$ cat config.mk
export PLATFORM = sky130hd
export DESIGN_NAME = adder_pipe
export DESIGN_NICKNAME = d
export VERILOG_FILES = /design/src/rtl/adder_pkg.sv /design/src/rtl/adder_pipe_stage.sv /design/src/rtl/adder_pipe.sv
export SDC_FILE = /design/constraint.sdc
export NUM_CORES = 1
export LEC_CHECK = 0
export ABC_CLOCK_PERIOD_IN_PS = 2750
export BUFFER_PORTS_ARGS = -buffer_cell sky130_fd_sc_hd__buf_2
export CORE_ASPECT_RATIO = 1.4
export CORE_UTILIZATION = 63
export CTS_CLUSTER_SIZE = 10
export DETAILED_ROUTE_END_ITERATION = 16
export PLACE_DENSITY = 0.82
export SLEW_MARGIN = 10
export SYNTH_ARGS = -nofsm -noshare
export SYNTH_HDL_FRONTEND = slang
export SYNTH_HIERARCHICAL = 1
export SYNTH_SLANG_ARGS = --single-unit
$ cat constraint.sdc
create_clock -name clk -period 2.75 [get_ports clk]
set_clock_uncertainty 0.05 [all_clocks]
set_input_delay 0.4125 -clock clk [delete_from_list [all_inputs] [get_ports clk]]
set_output_delay 0.4125 -clock clk [all_outputs]
set_load 0.1 [all_outputs]
$ cat src/rtl/adder_pkg.sv
// Shared helpers for the pipelined adder: chunk sizing and parameter legality.
package adder_pkg;

    function automatic int unsigned chunk_w(input int unsigned width, input int unsigned stages);
        return (stages == 0) ? width : width / stages;
    endfunction

    function automatic bit params_ok(input int unsigned width, input int unsigned stages);
        return (width >= 2) && (stages >= 1) && (stages <= width) && ((width % stages) == 0);
    endfunction

endpackage

$ cat src/rtl/adder_pipe_stage.sv
// One carry-ripple chunk of the pipelined adder plus its payload register.
module adder_pipe_stage
    import adder_pkg::*;
#(
    parameter int unsigned WIDTH = 32,
    parameter int unsigned CW    = 8,
    parameter int unsigned IDX   = 0
) (
    input  logic             clk,
    input  logic             rst_n,
    input  logic             en,
    input  logic             up_valid,
    input  logic [WIDTH-1:0] up_a,
    input  logic [WIDTH-1:0] up_b,
    input  logic [WIDTH-1:0] up_sum,
    input  logic             up_carry,
    output logic             valid,
    output logic [WIDTH-1:0] a,
    output logic [WIDTH-1:0] b,
    output logic [WIDTH-1:0] sum,
    output logic             carry,
    output logic             ovf
);

    localparam int unsigned LSB = IDX * CW;
    localparam int unsigned MSB = LSB + CW - 1;

    typedef struct packed {
        logic             valid;
        logic [WIDTH-1:0] a;
        logic [WIDTH-1:0] b;
        logic [WIDTH-1:0] sum;
        logic             carry;
        logic             ovf;
    } payload_t;

    payload_t    pl_d;
    payload_t    pl_q;
    logic [CW:0] chunk;
    logic        msb_carry;

    always_comb begin
        chunk = {1'b0, up_a[MSB:LSB]} + {1'b0, up_b[MSB:LSB]} + {{CW{1'b0}}, up_carry};
        // Carry into this chunk's top bit, recovered from that bit's sum
        msb_carry = up_a[MSB] ^ up_b[MSB] ^ chunk[CW-1];
        pl_d.valid = up_valid;
        pl_d.a     = up_a;
        pl_d.b     = up_b;
        pl_d.sum   = up_sum;
        pl_d.sum[MSB:LSB] = chunk[CW-1:0];
        pl_d.carry = chunk[CW];
        pl_d.ovf   = msb_carry ^ chunk[CW];
    end

    always_ff @(posedge clk or negedge rst_n) begin
        if (!rst_n) begin
            pl_q <= '0;
        end else if (en) begin
            pl_q <= pl_d;
        end
    end

    assign valid = pl_q.valid;
    assign a     = pl_q.a;
    assign b     = pl_q.b;
    assign sum   = pl_q.sum;
    assign carry = pl_q.carry;
    assign ovf   = pl_q.ovf;

endmodule

$ cat src/rtl/adder_pipe.sv
// Pipelined WIDTH-bit add/subtract unit with valid/ready handshake on both sides.
module adder_pipe
    import adder_pkg::*;
#(
    parameter int unsigned WIDTH  = 32,
    parameter int unsigned STAGES = 4
) (
    input  logic             clk,
    input  logic             rst_n,
    input  logic             in_valid,
    output logic             in_ready,
    input  logic [WIDTH-1:0] a,
    input  logic [WIDTH-1:0] b,
    input  logic             cin,
    input  logic             sub,
    output logic             out_valid,
    input  logic             out_ready,
    output logic [WIDTH-1:0] sum,
    output logic             cout,
    output logic             ovf
);

    localparam int unsigned CW = chunk_w(WIDTH, STAGES);

    if (!params_ok(WIDTH, STAGES)) begin : g_param_check
        $error("adder_pipe: WIDTH must be >= 2, 1 <= STAGES <= WIDTH, WIDTH %% STAGES == 0");
    end

    logic             advance;
    logic             valid_p [STAGES+1];
    logic [WIDTH-1:0] a_p     [STAGES+1];
    logic [WIDTH-1:0] b_p     [STAGES+1];
    logic [WIDTH-1:0] sum_p   [STAGES+1];
    logic             carry_p [STAGES+1];
    logic             ovf_p   [STAGES+1];

    // Whole pipeline moves in lockstep; it freezes only when a held result is not taken.
    assign advance  = out_ready || !out_valid;
    assign in_ready = advance;

    assign valid_p[0] = in_valid;
    assign a_p[0]     = a;
    assign b_p[0]     = b ^ {WIDTH{sub}};
    assign sum_p[0]   = '0;
    assign carry_p[0] = cin ^ sub;
    assign ovf_p[0]   = 1'b0;

    for (genvar k = 0; k < STAGES; k++) begin : g_stage
        adder_pipe_stage #(
            .WIDTH (WIDTH),
            .CW    (CW),
            .IDX   (k)
        ) u_stage (
            .clk      (clk),
            .rst_n    (rst_n),
            .en       (advance),
            .up_valid (valid_p[k]),
            .up_a     (a_p[k]),
            .up_b     (b_p[k]),
            .up_sum   (sum_p[k]),
            .up_carry (carry_p[k]),
            .valid    (valid_p[k+1]),
            .a        (a_p[k+1]),
            .b        (b_p[k+1]),
            .sum      (sum_p[k+1]),
            .carry    (carry_p[k+1]),
            .ovf      (ovf_p[k+1])
        );
    end

    assign out_valid = valid_p[STAGES];
    assign sum       = sum_p[STAGES];
    assign cout      = carry_p[STAGES];
    assign ovf       = ovf_p[STAGES];

endmodule

==> results of run 1 <==
-- area by class of cell --
cell class	instances	area share, %
Clock inverter	15	2.13
Multi-Input combinational cell	383	37.4
Sequential cell	185	46.9
Inverter	4	0.152
Clock buffer	17	4.31
Tap cell	182	2.31
Timing Repair Buffer	116	6.76
-- path summary, 6_finish.rpt --
kind	start	end	depth (start not counted)
worst max register to register	g_stage[0].u_stage/a[8]$_DFFE_PN0P_	g_stage[1].u_stage/sum[14]$_DFFE_PN0P_	7
worst min register to register	g_stage[3].u_stage/sum[23]$_DFFE_PN0P_	g_stage[3].u_stage/sum[23]$_DFFE_PN0P_	1
worst min-delay path	a[22]	g_stage[0].u_stage/a[22]$_DFFE_PN0P_	2
worst max-delay path	g_stage[0].u_stage/a[8]$_DFFE_PN0P_	g_stage[1].u_stage/sum[14]$_DFFE_PN0P_	7
min in group asynchronous	rst_n	g_stage[0].u_stage/a[22]$_DFFE_PN0P_	2
max in group asynchronous	rst_n	g_stage[0].u_stage/a[11]$_DFFE_PN0P_	3
-- routing by layer --
metal	share of wire [%]	global-route usage, %	wire (um)
met5	0.056	0	8
met4	1.6	7.55	230
met3	3.8	5.37	545
met2	53	37.8	7640
met1	41	26.4	5920
-- state kept, by name, summed over array words and instances (netlist names) --
name,flops
g_stage.u_stage/a,48
g_stage.u_stage/b,48
g_stage.u_stage/carry,4
g_stage.u_stage/ovf,1
g_stage.u_stage/sum,80
g_stage.u_stage/valid,4
-- worst reg2reg max path: stages, from the launching register on --
cell,delay (ns)
dfrtp_1,0.40
fa_1,0.50
fa_1,0.46
a211oi_2,0.33
o21bai_1,0.13
a21oi_1,0.19
xnor2_1,0.08
mux2_2,0.26
-- through the flow --
stage,worst slack [ns],cell area (um^2)
2_1_floorplan,0.0224,8540
3_3_place_gp,0.0936,9220
3_5_place_dp,0.0176,9220
4_1_cts,0.254,9860
5_1_grt,0.127,9860
6_report,0.247,9860
-- power by group --
group	switching [uW]	total (uW)	internal (uW)
Combinational	4070	6680	2610
Sequential	664	4620	3950
Clock	1050	2590	1550
Total	5780	13900	8110
==> run summary, run 1 <==
CTS tree -> done
Number of gates resized after CTS -> 0
First drt pass iteration count -> 4
Slowest-stage cell, CP -> fa_1
Leakage power -> 0.00444 uW
FF+latch area -> 4630 um^2
GRT Residual Overflow -> 0
Syn_nets -> 713
Period utilization -> 91.0%
Fmax -> 399 MHz
Total GRT Usage -> 21.9%
Commonest non-fill, non-tap cell in the layout -> dfrtp_1
Ant diodes -> 0
Status -> finished, final reports clean
H-tree depth -> 4
CP Capture Type -> register
CP Launch Type -> register
Util after Layout -> 74.0%
CP required -> 3.01 ns
Routed Antenna Nets -> 0
Die height -> 140 um
Clock sinks -> 185
Die ar. -> 14000 um^2
Num CTS Buffers -> 17
Avg Cell Area, Syn -> 14.1 um^2
Slew @ Worst Pin -> 0.684 ns
Post-Synthesis Cells -> 607
YS warnings -> 6
Vias in the first global route -> 5144
Clock Latency Late Sink -> 0.42 ns
Hold slack -> 0.165 ns
DR vias -> 4972
Row count -> 50
Fill cells -> 898
Setup TNS -> 0 ns
CP max FO -> 3
Multi-input logic area -> 3690 um^2
Initial Util -> 64.1%
Post-detail-place hpwl -> 9880 um
Hold Violations, Final -> 0
Power consumption -> 13900 uW
Post-CTS Setup Inserts -> 0
CP delay by family, top -> adder cells
Worst slew margin -> 54.4%
Cts hold-fix bufs -> 1
Antenna violations before repair -> 1
# port buffers -> 105
Clock buffer depth -> 2
Routed vias/inst -> 5.51
Syn-to-layout area delta -> 15.5%
PD cells -> 1410 nW/um^2
Peak supply drop -> 0.000730 V
First-pass GRT wire length -> 23900 um
Largest net degree at the start of global routing -> 91
Layout cells sized above 1 -> 46.1%
Die Wd -> 100 um
Final setup fails -> 0
Final GP Congestion -> 0.868
CP most frequent cell -> fa_1
WL/cell -> 15.9 um
Most frequent cells in the layout -> dfrtp_1 (185), mux2_2 (172), buf_2 (104)
CP Cell Sequence -> fa_1 > fa_1 > a211oi_2 > o21bai_1 > a21oi_1 > xnor2_1 > mux2_2
Non-Filler Instances -> 902
Largest stage delay, worst path -> 0.50 ns
Post-synthesis cell area -> 8540 um^2
Critical path class -> register to register
Worst hold path class -> input port to register
Minimum clock period -> 2.50 ns
Initial drt markers -> 133
DRC -> 0
Top-level I/O count -> 106
Reg-to-reg slack, setup -> 0.25 ns
Cell chosen for the clock root -> clkbuf_16
CP arrival -> 2.76 ns
Clock transition at the registers of the reported paths -> 0.07 ns
Final wirelength -> 14300 um
Slew Limit Fails -> 0
Placed cell count -> 869
Nets -> 813
Maxcap violations -> 0
Unrepaired setup endpoints after global routing -> false
Core ar. -> 13300 um^2
Worst path bufs/invs -> 0
(Power assumes the default switching activity.)
==> run 2, diff against run 1 <==
--- a/config.mk
+++ b/config.mk
@@ -5,6 +5,7 @@
 export SDC_FILE = /design/constraint.sdc
 export NUM_CORES = 1
 export LEC_CHECK = 0
+export ABC_AREA = 1
 export ABC_CLOCK_PERIOD_IN_PS = 2750
 export BUFFER_PORTS_ARGS = -buffer_cell sky130_fd_sc_hd__buf_2
 export CORE_ASPECT_RATIO = 1.4
==> run summary, run 2 <==
# port buffers -> 105 (unchanged)
Layout cells sized above 1 -> 17.3% (-29 points)
Antenna violations before repair -> 0 (-1)
Post-CTS Setup Inserts -> 0 (unchanged)
HP Start -> a[12]
Num CTS Buffers -> 17 (unchanged)
Ant diodes -> 0 (unchanged)
Critical R2R Launch -> g_stage[2].u_stage/a[24]$_DFFE_PN0P_
CTS tree -> done
WL/cell -> 11.8 um (-26%)
CP max FO -> 33 (+30)
First drt pass iteration count -> 5 (+1)
CP Launch Type -> register
Top-level I/O count -> 106 (unchanged)
Syn-to-layout area delta -> 9.91%
Max FFs per register -> 80 (unchanged)
Post-Synthesis Cells -> 1206 (+99%)
Slew @ Worst Pin -> 0.864 ns (+0.179 ns)
Power consumption -> 13000 uW (-6.5%)
Largest net degree at the start of global routing -> 93 (+2.2%)
Unrepaired setup endpoints after global routing -> false
First-pass GRT wire length -> 30200 um (+26%)
Nets -> 1378 (+69%)
CP Capture Type -> output port
Clock buffer depth -> 2 (unchanged)
Total GRT Usage -> 24.2% (+2.4 points)
Period utilization -> 78.6% (-12 points)
Peak supply drop -> 0.000766 V (+4.9%)
Slew Limit Fails -> 0 (unchanged)
Cell chosen for the clock root -> clkbuf_16
Largest stage delay, worst path -> 0.51 ns (about the same)
YS warnings -> 6 (unchanged)
Die Wd -> 105 um (+5.0%)
DR vias -> 7211 (+45%)
Slowest-stage cell, CP -> buf_2
Clock Latency Late Sink -> 0.42 ns (about the same)
GRT Residual Overflow -> 0 (unchanged)
Status -> finished, final reports clean
Placed cell count -> 1441 (+66%)
Worst path bufs/invs -> 1 (+1)
Vias in the first global route -> 6741 (+31%)
Maxcap violations -> 0 (unchanged)
Post-synthesis cell area -> 9440 um^2 (+11%)
Die height -> 147 um (+5.0%)
Fmax -> 463 MHz (+16%)
Routed Antenna Nets -> 0 (unchanged)
CP Cell Sequence -> nand2_4 > buf_2
Non-Filler Instances -> 1474 (+63%)
Row count -> 52 (+4.0%)
Final setup fails -> 0 (unchanged)
DRC -> 0 (unchanged)
Initial drt markers -> 400 (+200%)
Die ar. -> 15500 um^2 (+10%)
Commonest non-fill, non-tap cell in the layout -> nand2_1
CP arrival -> 1.70 ns (-1.06 ns)
Hold slack -> 0.139 ns (-0.0267 ns)
H-tree depth -> 4 (unchanged)
Critical path class -> register to output port
Final GP Congestion -> 0.830 (-4.4%)
Initial Util -> 64.7% (+0.67 points)
Core ar. -> 14600 um^2 (+9.4%)
Setup TNS -> 0 ns (unchanged)
Most frequent cells in the layout -> nand2_1 (679), dfrtp_1 (185), buf_2 (104)
Avg Cell Area, Syn -> 7.82 um^2 (-44%)
Routed vias/inst -> 4.89 (-11%)
CP required -> 2.29 ns (-0.72 ns)
Clock transition at the registers of the reported paths -> 0.07 ns (about the same)
CP delay by family, top -> buffers and inverters
Worst slew margin -> 42.3% (-12 points)
Hold Violations, Final -> 0 (unchanged)
Minimum clock period -> 2.16 ns (-0.341 ns)
Worst hold path class -> input port to register
Leakage power -> 0.00599 uW (+35%)
PD cells -> 1250 nW/um^2 (-11%)
Critical Path Start -> g_stage[3].u_stage/valid$_DFFE_PN0P_
Syn_nets -> 1312 (+84%)
Reg-to-reg slack, setup -> 0.67 ns (+0.42 ns)
Fill cells -> 1164 (+30%)
Clock sinks -> 185 (unchanged)
Post-detail-place hpwl -> 11800 um (+19%)
Final wirelength -> 17400 um (+21%)
run 2: changes by cell type in the layout (fill, tap and decap cells not counted), moves of 10 or more:
cell and change:
nand3_1 +15, xnor2_1 -17, a21oi_1 -20, nor2_2 +14, o21ai_1 +14, xor2_1 -29, o21ai_0 -10, a211oi_2 -12
mux2_2 -172, nand2_1 +671, nand2_2 +48, inv_1 +84, a21o_1 -16
run 2: layer usage:
layer | up-vias | share of wire, % | wire length [um] | track usage (%)
li1 | 3717 | - | - | -
met1 | 3300 | 45 | 7860 | 31.8
met2 | 169 | 50 | 8610 | 41.2
met3 | 25 | 3.6 | 621 | 3.50
met4 | 0 | 1.6 | 274 | 8.38
met5 | - | 0 | 0 | 0
run 2: power breakdown:
part           switching [uW]  leakage, uW  internal [uW]  total (uW)
sequential                680      0.00223           3880        4560
clock                    1020     0.000278           1380        2400
combinational            4390      0.00348           1630        6030
run 2: per-stage QoR:
| step | utilization [%] | worst slack, ns | area (um^2) |
|---|---|---|---|
| global placement | 67.1 | 0.534 | 9770 |
| CTS | 71.2 | 0.567 | 10400 |
| global route | 71.2 | 0.520 | 10400 |
| finish | 71.2 | 0.588 | 10400 |
| floorplan | - | 0.0293 | 9440 |
| detailed placement | 67.1 | 0.498 | 9770 |
run 2: timing repair:
item,CTS,global route
gates resized for setup,0,0
hold buffers,1,0
endpoints found under the hold margin,4,0
run 2: final cells by class:
class | count | area, um^2 | share of cell area [%]
Inverter | 96 | 368 | 3.55
Clock inverter | 12 | 140 | 1.35
Clock buffer | 20 | 447 | 4.31
Sequential cell | 185 | 4630 | 44.6
Timing Repair Buffer | 116 | 642 | 6.19
Multi-Input combinational cell | 856 | 3910 | 37.7
Tap cell | 189 | 236 | 2.28
run 2: worst register-to-register path, stage by stage (launching register included):
cell,delay [ns]
dfrtp_1,0.40
fa_1,0.48
fa_1,0.41
nand2_1,0.11
nand2_1,0.10
nand2_2,0.09
nor2_2,0.04
nor2_2,0.10
nand2_1,0.07
nand3_1,0.07
nand2_1,0.05
run 2: worst paths after layout:
path	to	depth (start not counted)
min	g_stage[0].u_stage/a[12]$_DFFE_PN0P_	3
max in group asynchronous	g_stage[1].u_stage/a[27]$_DFFE_PN0P_	3
max	in_ready	2
min reg2reg	g_stage[3].u_stage/sum[3]$_DFFE_PN0P_	2
min in group asynchronous	g_stage[3].u_stage/sum[8]$_DFFE_PN0P_	2
max reg2reg	g_stage[3].u_stage/ovf$_DFFE_PN0P_	10
==> run 3, diff against run 2 <==
--- a/config.mk
+++ b/config.mk
@@ -5,8 +5,8 @@
 export SDC_FILE = /design/constraint.sdc
 export NUM_CORES = 1
 export LEC_CHECK = 0
-export ABC_AREA = 1
-export ABC_CLOCK_PERIOD_IN_PS = 2750
+export ABC_AREA = 0
+export ABC_CLOCK_PERIOD_IN_PS = 2270
 export BUFFER_PORTS_ARGS = -buffer_cell sky130_fd_sc_hd__buf_2
 export CORE_ASPECT_RATIO = 1.4
 export CORE_UTILIZATION = 63
==> constraint.sdc (replaced) <==
create_clock -name clk -period 2.27 [get_ports clk]
set_clock_uncertainty 0.05 [all_clocks]
set_input_delay 0.3405 -clock clk [delete_from_list [all_inputs] [get_ports clk]]
set_output_delay 0.3405 -clock clk [all_outputs]
set_load 0.1 [all_outputs]
==> run summary, run 3 (synthesis gave the netlist of run 1 again) <==
Status -> finished, final reports clean
Die Wd -> 100 um (-4.8%)
Maxcap violations -> 0 (unchanged)
Cell chosen for the clock root -> clkbuf_16
Commonest non-fill, non-tap cell in the layout -> dfrtp_1
Hold slack -> 0.0969 ns (-0.0419 ns)
Minimum clock period -> 2.24 ns
Num CTS Buffers -> 17 (unchanged)
Slew Limit Fails -> 0 (unchanged)
Max FFs per register -> 80 (unchanged)
Post-place setup slack -> -0.296 ns (-0.793 ns)
Final GP Congestion -> 0.891 (+7.4%)
Clock Latency Late Sink -> 0.42 ns (about the same)
First drt pass iteration count -> 5 (unchanged)
Routed Antenna Nets -> 0 (unchanged)
WL/cell -> 16.1 um (+37%)
Peak supply drop -> 0.000809 V (+5.6%)
Post-detail-place hpwl -> 10500 um (-11%)
Core ar. -> 13300 um^2 (-8.6%)
Fmax -> 446 MHz
PD cells -> 1680 nW/um^2 (+34%)
Initial Util -> 64.1% (-0.67 points)
Layout cells sized above 1 -> 48.6% (+31 points)
Most frequent cells in the layout -> dfrtp_1 (184), mux2_2 (171), buf_2 (104)
DR vias -> 5000 (-31%)
Final wirelength -> 14800 um (-15%)
Leakage power -> 0.00448 uW (-25%)
CP arrival -> 2.50 ns (+0.80 ns)
Vias in the first global route -> 5374 (-20%)
Worst setup margin -> 0.0263 ns (-0.562 ns)
Worst slew margin -> 66.6% (+24 points)
Final setup fails -> 0 (unchanged)
Syn-to-layout area delta -> 16.5%
Unrepaired setup endpoints after global routing -> true
CP required -> 2.53 ns (+0.24 ns)
Worst hold path class -> input port to register
First-pass GRT wire length -> 25100 um (-17%)
CP Launch Type -> register
Setup TNS -> 0 ns (unchanged)
Clock sinks -> 185 (unchanged)
CP Capture Type -> register
Period utilization -> 98.8%
Die ar. -> 14000 um^2 (-9.4%)
# port buffers -> 105 (unchanged)
Fill cells -> 871 (-25%)
Clock transition at the registers of the reported paths -> 0.07 ns (about the same)
Hold Violations, Final -> 0 (unchanged)
Nets -> 827 (-40%)
Total GRT Usage -> 22.9% (-1.3 points)
DRC -> 0 (unchanged)
Largest net degree at the start of global routing -> 88 (-5.4%)
Clock buffer depth -> 2 (unchanged)
Routed vias/inst -> 5.46 (+12%)
Row count -> 50 (-3.8%)
Initial drt markers -> 158 (-61%)
Die height -> 140 um (-4.8%)
Critical path class -> register to register
GRT Residual Overflow -> 0 (unchanged)
Top-level I/O count -> 106 (unchanged)
CTS tree -> done
Ant diodes -> 0 (unchanged)
Antenna violations before repair -> 0 (unchanged)
Slew @ Worst Pin -> 0.504 ns (-0.359 ns)
CP max FO -> 2 (-94%)
H-tree depth -> 4 (unchanged)
==> run 3: area by class of cell <==
type	count	area [um^2]	share of cell area [%]
Clock inverter	14	128	1.28
Tap cell	182	228	2.29
Multi-Input combinational cell	383	3720	37.4
Inverter	4	15.0	0.151
Timing Repair Buffer	130	785	7.89
Clock buffer	18	439	4.42
Sequential cell	185	4630	46.6
==> run 3: routing by layer <==
| layer | track usage [%] | routed length [um] |
|---|---|---|
| met4 | 7.09 | 213 |
| met2 | 40.4 | 8030 |
| met5 | 0 | 0 |
| met3 | 5.07 | 415 |
| met1 | 27.7 | 6100 |
==> run 3: timing repair <==
item                                    4_1_cts  5_1_grt
setup buffers                                 1        1
hold buffers                                  1        0
pin swaps                                     2        7
hold endpoints to repair                     36        0
endpoints found under the setup margin        6        6
gates resized for setup                       2        2
==> run 3: power by group <==
group          internal (uW)  leakage (uW)  switching, uW
sequential              4790       0.00215            831
combinational           3320       0.00205           4940
clock                   1480      0.000275           1320
total                   9600       0.00448           7090
==> run 3: critical path, cell delays in order, from the launching register on <==
cell and delay, ns:
dfrtp_1 0.41, fa_2 0.42, fa_2 0.37, a211oi_2 0.25, o21bai_1 0.11, a21oi_1 0.18, xnor2_1 0.09, mux2_4 0.26
==> run 3: final timing paths <==
check	to	cells after the start	slack, ns	from
max in group asynchronous	g_stage[0].u_stage/a[11]$_DFFE_PN0P_	3	1.15	rst_n
hold reg to reg	g_stage[3].u_stage/sum[15]$_DFFE_PN0P_	1	0.45	g_stage[3].u_stage/sum[15]$_DFFE_PN0P_
min in group asynchronous	g_stage[0].u_stage/a[21]$_DFFE_PN0P_	2	0.35	rst_n
setup reg to reg	g_stage[2].u_stage/sum[22]$_DFFE_PN0P_	7	0.03	g_stage[1].u_stage/a[16]$_DFFE_PN0P_
setup / recovery	g_stage[2].u_stage/sum[22]$_DFFE_PN0P_	7	0.03	g_stage[1].u_stage/a[16]$_DFFE_PN0P_
hold / removal	g_stage[0].u_stage/a[21]$_DFFE_PN0P_	2	0.1	a[21]
==> run 3: stage by stage <==
stage	utilization, %	instance area, um^2	power [uW]	instances
floorplan	-	8570	12200	607
global placement	70.1	9340	13500	881
detailed placement	70.1	9340	13900	881
CTS	74.5	9930	16800	915
global route	74.6	9950	17700	916
finish	74.6	9950	16700	916
